$ cat config.mk
export PLATFORM = sky130hd
export DESIGN_NAME = nibble_serial_subtractor_16bit
export DESIGN_NICKNAME = d
export VERILOG_FILES = /design/src/rtl/nibble_serial_subtractor_16bit.sv
export SDC_FILE = /design/constraint.sdc
export NUM_CORES = 1
export LEC_CHECK = 0
export CORE_ASPECT_RATIO = 1.1
export CORE_MARGIN = 2
export CORE_UTILIZATION = 25
export CTS_BUF_LIST = sky130_fd_sc_hd__clkbuf_4
export CTS_CLUSTER_DIAMETER = 40
export DETAILED_ROUTE_END_ITERATION = 6
export RECOVER_POWER = 25
export SLEW_MARGIN = 25
export SYNTH_ARGS = -nofsm -noshare
export SYNTH_HDL_FRONTEND = slang
export SYNTH_SLANG_ARGS = --single-unit
$ cat constraint.sdc
create_clock -name clk -period 2.5 [get_ports clk]
set_input_delay 0.25 -clock clk [delete_from_list [all_inputs] [get_ports clk]]
set_output_delay 0.25 -clock clk [all_outputs]
set_load 0.005 [all_outputs]
$ cat src/rtl/nibble_serial_subtractor_16bit.sv
// Bit-serial (slice-per-clock) subtractor: Diff = A - B, one SLICE-bit slice per cycle,
// LSB slice first, borrow carried between cycles as an inverted carry (A + ~B + 1).
module nibble_serial_subtractor_16bit #(
   parameter int WIDTH = 16,
   parameter int SLICE = 4
) (
   input  logic             clk,
   input  logic             rst,
   input  logic             in_valid,
   output logic             in_ready,
   input  logic [WIDTH-1:0] A,
   input  logic [WIDTH-1:0] B,
   output logic             out_valid,
   input  logic             out_ready,
   output logic [WIDTH-1:0] Diff,
   output logic             Borrow,
   output logic             Overflow
);

   localparam int NSLICE = WIDTH / SLICE;
   localparam int CNT_W  = (NSLICE > 1) ? $clog2(NSLICE) : 1;
   localparam logic [CNT_W-1:0] LAST_CNT = CNT_W'(NSLICE - 1);

   typedef enum logic [1:0] {IDLE, CALC, DONE} state_t;

   state_t           state_q, state_d;
   logic [WIDTH-1:0] a_q, a_d, nb_q, nb_d, diff_q, diff_d;
   logic [CNT_W-1:0] cnt_q, cnt_d;
   logic             carry_q, carry_d, borrow_q, borrow_d, ovf_q, ovf_d;
   logic             in_ready_q, in_ready_d, out_valid_q, out_valid_d;
   logic [SLICE-1:0] a_slice, b_slice, sum_slice;
   logic             carry_out;

   always_comb begin
      a_slice = a_q[cnt_q*SLICE +: SLICE];
      b_slice = nb_q[cnt_q*SLICE +: SLICE];
      {carry_out, sum_slice} = {1'b0, a_slice} + {1'b0, b_slice} + {{SLICE{1'b0}}, carry_q};
   end

   always_comb begin
      state_d  = state_q;
      a_d      = a_q;
      nb_d     = nb_q;
      diff_d   = diff_q;
      cnt_d    = cnt_q;
      carry_d  = carry_q;
      borrow_d = borrow_q;
      ovf_d    = ovf_q;
      case (state_q)
         IDLE: begin
            if (in_valid) begin
               a_d     = A;
               nb_d    = ~B;
               carry_d = 1'b1;
               cnt_d   = '0;
               state_d = CALC;
            end
         end
         CALC: begin
            diff_d[cnt_q*SLICE +: SLICE] = sum_slice;
            carry_d = carry_out;
            cnt_d   = cnt_q + 1'b1;
            if (cnt_q == LAST_CNT) begin
               state_d  = DONE;
               borrow_d = ~carry_out;
               // Operand signs differ iff A's MSB equals the MSB of the stored ~B.
               ovf_d    = (a_q[WIDTH-1] == nb_q[WIDTH-1]) && (sum_slice[SLICE-1] != a_q[WIDTH-1]);
            end
         end
         DONE: begin
            if (out_ready) state_d = IDLE;
         end
         default: state_d = IDLE;
      endcase
      in_ready_d  = (state_d == IDLE);
      out_valid_d = (state_d == DONE);
   end

   always_ff @(posedge clk) begin
      if (rst) begin
         state_q     <= IDLE;
         cnt_q       <= '0;
         carry_q     <= 1'b0;
         diff_q      <= '0;
         borrow_q    <= 1'b0;
         ovf_q       <= 1'b0;
         in_ready_q  <= 1'b1;
         out_valid_q <= 1'b0;
      end else begin
         state_q     <= state_d;
         cnt_q       <= cnt_d;
         carry_q     <= carry_d;
         diff_q      <= diff_d;
         borrow_q    <= borrow_d;
         ovf_q       <= ovf_d;
         in_ready_q  <= in_ready_d;
         out_valid_q <= out_valid_d;
      end
   end

   // Operand registers carry data only; they are reloaded on every accept.
   always_ff @(posedge clk) begin
      a_q  <= a_d;
      nb_q <= nb_d;
   end

   assign in_ready  = in_ready_q;
   assign out_valid = out_valid_q;
   assign Diff      = diff_q;
   assign Borrow    = borrow_q;
   assign Overflow  = ovf_q;

endmodule

==> qor.csv <==
stage;metric;value;unit
run_status;status;complete, no violations;
synthesis;yosysSeqAreaShare;0.619;
floorplanning;boundaryPins;56;
clocking;clock_latency;390;ps
timing;worstMarginPinSlew;406;ps
clocking;clkSlewWorstSetupHoldPaths;90;ps
power;peakVddDrop;0.281;mV
place;gp_congestion;0.783;
clocking;cts_sinks;57;
worst_hold_path;worstHoldPathType;in -> reg;
cells_and_area;synthToLayoutAreaGrowth;37.3;%
clocking;cts_setup_buffers;0;
setup_path;cp.required;2790;ps
setup_path;cp_data_arrival_time;2700;ps
clocking;h-tree-depth;3;
floorplanning;dieHeight;106;µm
floorplanning;start_util;0.255;
place;place_ws;31.3;ps
cells_and_area;drive_above_1_share;0.154;
cells_and_area;design_area;3240;µm²
clocking;tritoncts.num_buffers;9;
setup_path;cp-end-kind;flip-flop;
timing;max_freq;0.414;GHz
worst_hold_path;hp-start;B[0];
floorplanning;rows;37;
synthesis;synth-edff-count;32;
place;placed_cell_area;3100;µm²
power;p_per_area;632;nW/µm²
setup_path;r2r-start;cnt_q[0];
timing;slew_violations;0;
timing;fin_ws;87.3;ps
synthesis;ys.warnings.count;0;
timing;setup_tns;0;ps
place;detailed_place_hpwl;3.73;mm
grt;antenna_found_initial;0;
timing;min_period;2410;ps
setup_path;setup.worst_path.start;cnt_q[0];
grt;grt_usage;0.102;
detailed_routing;routed_wl;4.92;mm
synthesis;syn_nets;226;
synthesis;synth_area_leaders;edfxtp_1 (41%), dfxtp_1 (21%), mux4_2 (7.6%), ha_1 (4.8%), nor2_1 (4.0%);
cells_and_area;fin_cells;371;
detailed_routing;first_pass_iters;4;
synthesis;synth-main-ff-cell;edfxtp_1;
setup_path;r2r_setup_slack;90;ps
setup_path;worstSetupPathType;reg -> reg;
grt;grt_max_degree;33;
clocking;clock_path_buffers;2;
grt;grt_pass1_wl;7.98;mm
clocking;root_buffer;clkbuf_4;
timing;final_hold_viol_count;0;
synthesis;syn_inst;179;
cells_and_area;final_nets;296;
detailed_routing;drt_iter0_drc;74;
grt;gr-total-overflow;0;
timing;fin_crit_sh;0.965;
floorplanning;fp.dieW;96.7;µm
synthesis;synth_top_area_frac;0.407;
detailed_routing;post-route-drc-count;0;
synthesis;async_flop_share;0;
place;dp_cells;355;
power;power_leakage;1.22;nW
cells_and_area;num_antenna_cells;0;
detailed_routing;dr_total_vias;1606;
floorplanning;fp.coreArea;9260;µm²
synthesis;avgSynthCellArea;13.2;µm²
power;p_total;2.05;mW
run;maxCapViolCount;0;
grt;grt_pass1_vias;1641;
place;port_buffers;55;
detailed_routing;viasPerCell;4.33;
clocking;cts_tree;done;
synthesis;ys_seq_elements;57;
setup_path;path_max_fanout;6;
setup_path;crit_path_start_kind;flip-flop;
timing;setup_violations;0;
detailed_routing;detail_route.wl_per_cell;13.3;µm
synthesis;yosysTopAreaCell;edfxtp_1;
synthesis;synth_cell_types;29;
detailed_routing;ant_nets;0;
timing;maxSlewHeadroom;0.730;
cells_and_area;nFillCells;963;
synthesis;synth_area;2360;µm²
floorplanning;dieArea;10200;µm²
timing;fin_worst_skew;4.06;ps
clocking;ctsHoldBuffers;0;
-- registers in the layout (all words and copies together) (netlist names) --
signal and cells:
carry_q 1, state_q 2, nb_q 16, cnt_q 2
in_ready 1, Overflow 1, Borrow 1, a_q 16
out_valid 1, Diff 16
-- cell families (layout without fill, tap and decap cells) --
kind of cell             Yosys count  count (layout)  share of synthesized area
flip-flops                        57              57                      0.619
AND/OR/NAND/NOR                   48              48                      0.101
AO/OA/AOI/OAI                     31              31                     0.0933
buffers and inverters             23              98                     0.0424
adder cells (fa/ha/maj)           11              11                     0.0647
multiplexers                       8               8                     0.0763
XOR/XNOR                           1               1                    0.00371
-- where the power goes --
part | leakage, nW | total [mW] | internal [mW] | switching (mW)
clock network | 0.0787 | 0.645 | 0.318 | 0.327
logic | 0.626 | 0.341 | 0.175 | 0.166
registers | 0.510 | 1.06 | 1.04 | 0.0214
total | 1.22 | 2.05 | 1.54 | 0.515
-- through the flow --
step / hold WS, ps / util
floorplan: 323 / -
global placement: 470 / 0.334
detailed placement: 477 / 0.334
CTS: 357 / 0.348
global route: 409 / 0.350
finish: 405 / 0.350
-- critical path, stage by stage (launching register included) --
cell     delay (ps)
dfxtp_4         380
buf_4           120
mux4_2          530
ha_1            310
a211o_1         330
a21o_4          240
and3_1          160
o31a_1          230
-- cell usage in the layout (no fill, tap or decap), drive strengths merged, types with 2 or more instances in the layout --
master / Yosys / routed
a211oi: 3 / 3
a21o: 2 / 2
a21oi: 7 / 7
a22oi: 12 / 12
a32oi: 4 / 4
and3: 3 / 3
buf: 1 / 9
clkbuf: 4 / 11
clkdlybuf4s50: 0 / 28
clkinv: 0 / 2
dfxtp: 25 / 25
dlygate4sd3: 0 / 27
edfxtp: 32 / 32
fa: 2 / 2
ha: 9 / 9
inv: 18 / 20
mux4: 8 / 8
nand2: 10 / 10
nand2b: 2 / 2
nand3: 2 / 2
nor2: 25 / 25
-- per-layer routing --
metal / vias up / GRT usage / part of all wire
li1: 794 / - / -
met5: - / 0 / 0
met2: 45 / 0.170 / 0.49
met1: 759 / 0.118 / 0.43
met4: 0 / 0.0543 / 0.021
met3: 8 / 0.0316 / 0.053
-- path summary, 6_finish.rpt --
kind,endpoint,cells past startpoint
max,Overflow,7
min,nb_q[0],2
max reg2reg,Overflow,7
min reg2reg,Borrow,2
-- synthesized netlist by cell type (3+ instances only) --
master,instances
a211oi_1,3
a21oi_1,7
a22oi_1,12
a32oi_1,4
and3_1,3
clkbuf_1,3
dfxtp_1,25
edfxtp_1,32
ha_1,9
inv_1,18
mux4_2,8
nand2_1,10
nor2_1,25
-- layout make-up --
class                      instances  area [µm²]  share of cell area
clock buffer                      11        82.6              0.0255
clock inverter                     5        46.3              0.0143
inverter                          18        67.6              0.0208
multi-input combinational         99         816               0.252
sequential                        57        1470               0.452
tap                              117         146              0.0452
timing repair buffer              64         618               0.191
-- timing repair --
item / in CTS / in global routing
gates resized for setup: 0 / 5
hold endpoints to repair: 0 / 0
endpoints found under the setup margin: 0 / 6
No activity file was read; power rests on OpenSTA's default activity.
